==> src/rtl/pipe_stage_reg.sv <==
// Inter-stage pipeline register with a valid/ready handshake and a flush input.
// SKID=1 builds a 2-entry skid buffer. Its in_ready comes from a register, which
// breaks the combinational ready chain between stages.
// SKID=0 builds a single register. Its in_ready is combinational from out_ready.
module pipe_stage_reg #(
    parameter int                 WIDTH          = 64,
    parameter int                 SKID           = 1,
    parameter logic [WIDTH-1:0]   RESET_VAL      = {WIDTH{1'b0}},
    parameter int                 CLEAR_ON_FLUSH = 1
) (
    input  logic             clk,
    input  logic             reset,
    input  logic             flush,
    input  logic             in_valid,
    output logic             in_ready,
    input  logic [WIDTH-1:0] in_data,
    output logic             out_valid,
    input  logic             out_ready,
    output logic [WIDTH-1:0] out_data,
    output logic [1:0]       count
);

    localparam bit SKID_EN  = (SKID != 0);
    localparam bit CLEAR_EN = (CLEAR_ON_FLUSH != 0);

    typedef enum logic [1:0] {
        ST_EMPTY = 2'd0,
        ST_ONE   = 2'd1,
        ST_TWO   = 2'd2
    } state_t;

    state_t           state_q, state_d;
    logic [WIDTH-1:0] main_q, main_d;
    logic [WIDTH-1:0] skid_q, skid_d;
    logic [1:0]       count_q;
    logic             out_valid_q;
    logic             in_ready_q;
    logic             acc_s;
    logic             pop_s;

    // Number of held entries for a given state.
    function automatic logic [1:0] count_of(input state_t s);
        logic [1:0] c;
        case (s)
            ST_EMPTY: c = 2'd0;
            ST_ONE:   c = 2'd1;
            ST_TWO:   c = 2'd2;
            default:  c = 2'd0;
        endcase
        return c;
    endfunction

    // In skid mode, ready depends only on the state register.
    // In single-register mode, ready looks through to downstream.
    assign in_ready  = SKID_EN ? in_ready_q : (~out_valid_q | out_ready);
    assign out_valid = out_valid_q;
    assign out_data  = main_q;
    assign count     = count_q;

    assign acc_s = in_valid & in_ready;
    assign pop_s = out_valid_q & out_ready;

    // Next-state and data-path selection.
    // A flush overrides any accept or pop that happens in the same cycle.
    always_comb begin
        state_d = state_q;
        main_d  = main_q;
        skid_d  = skid_q;
        if (flush) begin
            state_d = ST_EMPTY;
            if (CLEAR_EN) begin
                main_d = RESET_VAL;
                skid_d = RESET_VAL;
            end else begin
                main_d = main_q;
                skid_d = skid_q;
            end
        end else if (SKID_EN) begin
            case (state_q)
                ST_EMPTY: begin
                    if (acc_s) begin
                        main_d  = in_data;
                        state_d = ST_ONE;
                    end else begin
                        state_d = ST_EMPTY;
                    end
                end
                ST_ONE: begin
                    if (acc_s && pop_s) begin
                        main_d  = in_data;
                        state_d = ST_ONE;
                    end else if (pop_s) begin
                        state_d = ST_EMPTY;
                    end else if (acc_s) begin
                        skid_d  = in_data;
                        state_d = ST_TWO;
                    end else begin
                        state_d = ST_ONE;
                    end
                end
                ST_TWO: begin
                    if (pop_s) begin
                        main_d  = skid_q;
                        state_d = ST_ONE;
                    end else begin
                        state_d = ST_TWO;
                    end
                end
                default: begin
                    state_d = ST_EMPTY;
                end
            endcase
        end else begin
            // Single register: an accept while full always coincides with a pop.
            if (acc_s) begin
                main_d  = in_data;
                state_d = ST_ONE;
            end else if (pop_s) begin
                state_d = ST_EMPTY;
            end else begin
                state_d = state_q;
            end
        end
    end

    // State, data and registered status outputs. Reset has top priority.
    always_ff @(posedge clk) begin
        if (reset) begin
            state_q     <= ST_EMPTY;
            main_q      <= RESET_VAL;
            skid_q      <= RESET_VAL;
            count_q     <= 2'd0;
            out_valid_q <= 1'b0;
            in_ready_q  <= 1'b1;
        end else begin
            state_q     <= state_d;
            main_q      <= main_d;
            skid_q      <= skid_d;
            count_q     <= count_of(state_d);
            out_valid_q <= (state_d != ST_EMPTY);
            in_ready_q  <= (state_d != ST_TWO);
        end
    end

endmodule

==> config.mk <==
export PLATFORM = sky130hd
export DESIGN_NAME = pipe_stage_reg
export DESIGN_NICKNAME = d
export VERILOG_FILES = /design/src/rtl/pipe_stage_reg.sv
export SDC_FILE = /design/constraint.sdc
export NUM_CORES = 1
export LEC_CHECK = 0
export BUFFER_PORTS_ARGS = -buffer_cell sky130_fd_sc_hd__buf_2
export CAP_MARGIN = 20
export CORE_ASPECT_RATIO = 0.7
export CORE_MARGIN = 1.5
export CORE_UTILIZATION = 50
export CTS_BUF_LIST = sky130_fd_sc_hd__clkbuf_8
export CTS_CLUSTER_SIZE = 20
export DETAILED_ROUTE_END_ITERATION = 6
export PLACE_DENSITY = 0.78
export SLEW_MARGIN = 20
export SYNTH_ARGS = -nofsm -noshare
export SYNTH_HDL_FRONTEND = slang
export SYNTH_SLANG_ARGS = --single-unit
==> constraint.sdc <==
create_clock -name clk -period 1.5 [get_ports clk]
set_clock_uncertainty 0.15 [all_clocks]
set_input_delay 0.075 -clock clk [delete_from_list [all_inputs] [get_ports clk]]
set_output_delay 0.075 -clock clk [all_outputs]
set_load 0.02 [all_outputs]
==> flow_summary_export.csv <==
group,metric,value,unit
synthesis,synth_nets,666,
power,p_leak,3.64,nW
place,dpl_worst_slack,-0.104,ns
place,dp_cells,867,
finish,fin_cells,973,
global_route,grt-ovfl-total,0,
clock_tree,numCtsBuffers,17,
sta,rsz0062_at_grt,"true",
routing,drc,0,
synthesis,synthArstFlopShare,0,%
routing,wirelength,16300,µm
routing,wl_per_cell,16.8,µm
setup_path,rrSetupSlack,-0.14,ns
die,start_util,51.5,%
die,core-area,11000,µm²
die,die_h,92.1,µm
setup_path,crit_fanout,16,
clock_tree,clk_latency,0.43,ns
finish,final_layout_size_suffix_gt1_share,38.3,%
sta,min_period,1.64,ns
routing,vias,5360,
synthesis,synth_area_leaders,"dfxtp_1 47%, a211oi_2 13%, mux2i_1 11%",
routing,drt_pass1_iterations,5,
synthesis,synth_area,5670,µm²
clock_tree,cts_max_path_buffers,2,
hold_path,hold_start,"out_ready",
finish,fillerInstances,727,
job,maxCapViolations,0,
clock_tree,htreeDepth,4,
setup_path,start_kind,"flop",
synthesis,yosysWarnings,0,
global_route,grt_pass1_wl,25300,µm
sta,slew_headroom,73.8,%
hold_path,hold_class,"in -> reg",
place,hpwl,9790,µm
synthesis,synth_edf_count,0,
global_route,grt_pass1_vias,5459,
global_route,grt_max_degree,65,
sta,drv_slew,0,
routing,drt_iter0_markers,279,
hold_path,whs_path_depth,5,
place,portBuffers,136,
finish,diodes,0,
routing,avgViaCountPerCell,5.51,
setup_path,r2r_cells,5,
synthesis,synthDistinctLibCells,26,
global_route,grt_antenna_before_repair,0,
synthesis,seq_area_frac_synth,47.3,%
sta,fmax,611,MHz
power,p_per_area,1040,nW/µm²
die,io_pins,137,
global_route,globalRouteTotalUtil,27.0,%
setup_path,cp.required,1.66,ns
die,die_x,130,µm
sta,fin_setup_tns,-9.15,ns
setup_path,r2r_start,"state_q[0]",
setup_path,path_class,"reg -> reg",
sta,worst_pin_slew,0.393,ns
synthesis,avgSynthCellArea,9.51,µm²
die,row_count,32,
synthesis,synth_top_cell_area_share,47.3,%
synthesis,synth-seq-cells,134,
routing,final_antenna_net_count,0,
clock_tree,cts_tree,"done",
die,dieArea,12000,µm²
sta,setup_slack,-0.137,ns
finish,nNetsFinal,877,
finish,area_growth,45.0,%
synthesis,ys.flop_type,"dfxtp_1",
place,dpl_cell_area,6810,µm²
outcome,run_status,"finished with violations",
finish,final_util,74.7,%
clock_tree,cts.sinks,134,
sta,setup_viol,127,
synthesis,synth_top_cell_by_area,"dfxtp_1",
synthesis,synthCells,596,
sta,hold_viol_final,0,
setup_path,r2r-end,"out_data[42]",
hold_path,min_to,"out_valid",
outcome,violations,"negative setup slack",
clock_tree,clkSlewWorstSetupHoldPaths,0.07,ns
clock_tree,root_buffer,"clkbuf_8",
place,place_congestion,0.749,
setup_path,worstPathArrival,1.80,ns
sta,min_period_over_period,109,%
setup_path,end_kind,"flop",
power,ir_drop,884,µV
finish,final_area,8220,µm²
-- routing by layer --
layer / up-vias / share of wire (%) / wire length, µm / track usage (%)
met5: - / 0 / 0 / 0
li1: 2522 / - / - / -
met2: 199 / 50 / 8090 / 46.2
met1: 2598 / 43 / 6940 / 31.6
met3: 41 / 5.6 / 917 / 6.13
met4: 0 / 2.2 / 366 / 13.5
-- cells in the final DEF (no fill, tap or decap), types with 2 or more instances in the layout --
cell,instances
clkinv_2,2
dlygate4sd3_1,66
buf_6,5
bufinv_16,5
dfxtp_1,130
a21oi_1,47
inv_1,2
clkinv_4,3
a211oi_2,59
buf_4,18
nand2_2,3
clkbuf_8,20
mux2i_1,63
dfxtp_2,4
buf_2,136
nor3_1,63
a211oi_1,4
nand2_1,125
nand2_4,3
buf_12,21
nor2_1,2
or2_4,2
a21oi_2,18
-- metrics by stage --
step / hold slack, ns / power [mW]
CTS: 0.00471 / 8.53
detailed placement: 0.184 / 4.87
floorplan: 0.0610 / 4.46
global route: 0.108 / 8.83
global placement: 0.176 / 4.83
finish: 0.0831 / 8.55
-- logic make-up (layout without fill, tap and decap cells) --
family                   count (synthesis)  in the layout  share of synthesized area (%)
AO/OA/AOI/OAI                          132            132                           19.9
adder cells (fa/ha/maj)                  1              1                          0.221
buffers and inverters                   57            281                           5.38
flip-flops                             134            134                           47.3
multiplexers                            64             64                           11.3
AND/OR/NAND/NOR                        208            208                           15.8
-- where the power goes --
| part | leakage, nW | switching [mW] | internal [mW] |
|---|---|---|---|
| clock | 0.244 | 1.40 | 2.12 |
| sequential | 1.09 | 0.0643 | 3.66 |
| combinational | 2.31 | 0.714 | 0.588 |
-- registers in the layout (all words and copies together) (netlist names) --
register and count:
out_data 64, out_valid 1, in_ready 1, skid_q 64
state_q 2, count 2
-- synth_stat cells (2+ instances only) --
cell type and n:
nor3_1 65, clkbuf_1 17, a211oi_2 60, dfxtp_1 134, a21oi_1 66, a211oi_1 4, nand2_1 131, buf_1 3
mux2i_1 64, nor2_1 2, buf_6 7, or2_1 2, buf_2 28
-- area by class of cell --
cell class / count / area, µm² / share of cell area [%]
clock buffer: 20 / 275 / 3.35
clock inverter: 12 / 199 / 2.42
inverter: 1 / 3.75 / 0.0456
multi-input combinational: 405 / 2860 / 34.8
sequential: 134 / 2690 / 32.7
tap: 153 / 191 / 2.33
timing repair buffer: 248 / 2010 / 24.4
-- repair_timing --
action,in CTS,in global routing
setup endpoints to repair,130,134
hold endpoints to repair,132,0
buffers inserted,3,5
gates cloned,1,1
pin swaps,6,6
hold buffers,66,0
resized for setup,19,28
-- critical path, cell delays in order (launching register included) --
cell	delay (ns)
dfxtp_2	0.33
or2_1	0.26
o22ai_4	0.18
or2_4	0.30
buf_12	0.20
a211oi_2	0.08
-- how the worst max path moves through the flow --
stage                from           end  slack (ns)
2_1_floorplan  state_q[1]  out_data[10]        0.02
3_3_place_gp   state_q[1]   out_data[5]       -0.05
3_5_place_dp   state_q[0]  out_data[23]       -0.10
4_1_cts        state_q[0]  out_data[23]       -0.13
5_1_grt         out_valid  out_data[25]       -0.19
6_report       state_q[0]  out_data[42]       -0.14
Note: power is estimated with default switching activity, not from simulation.
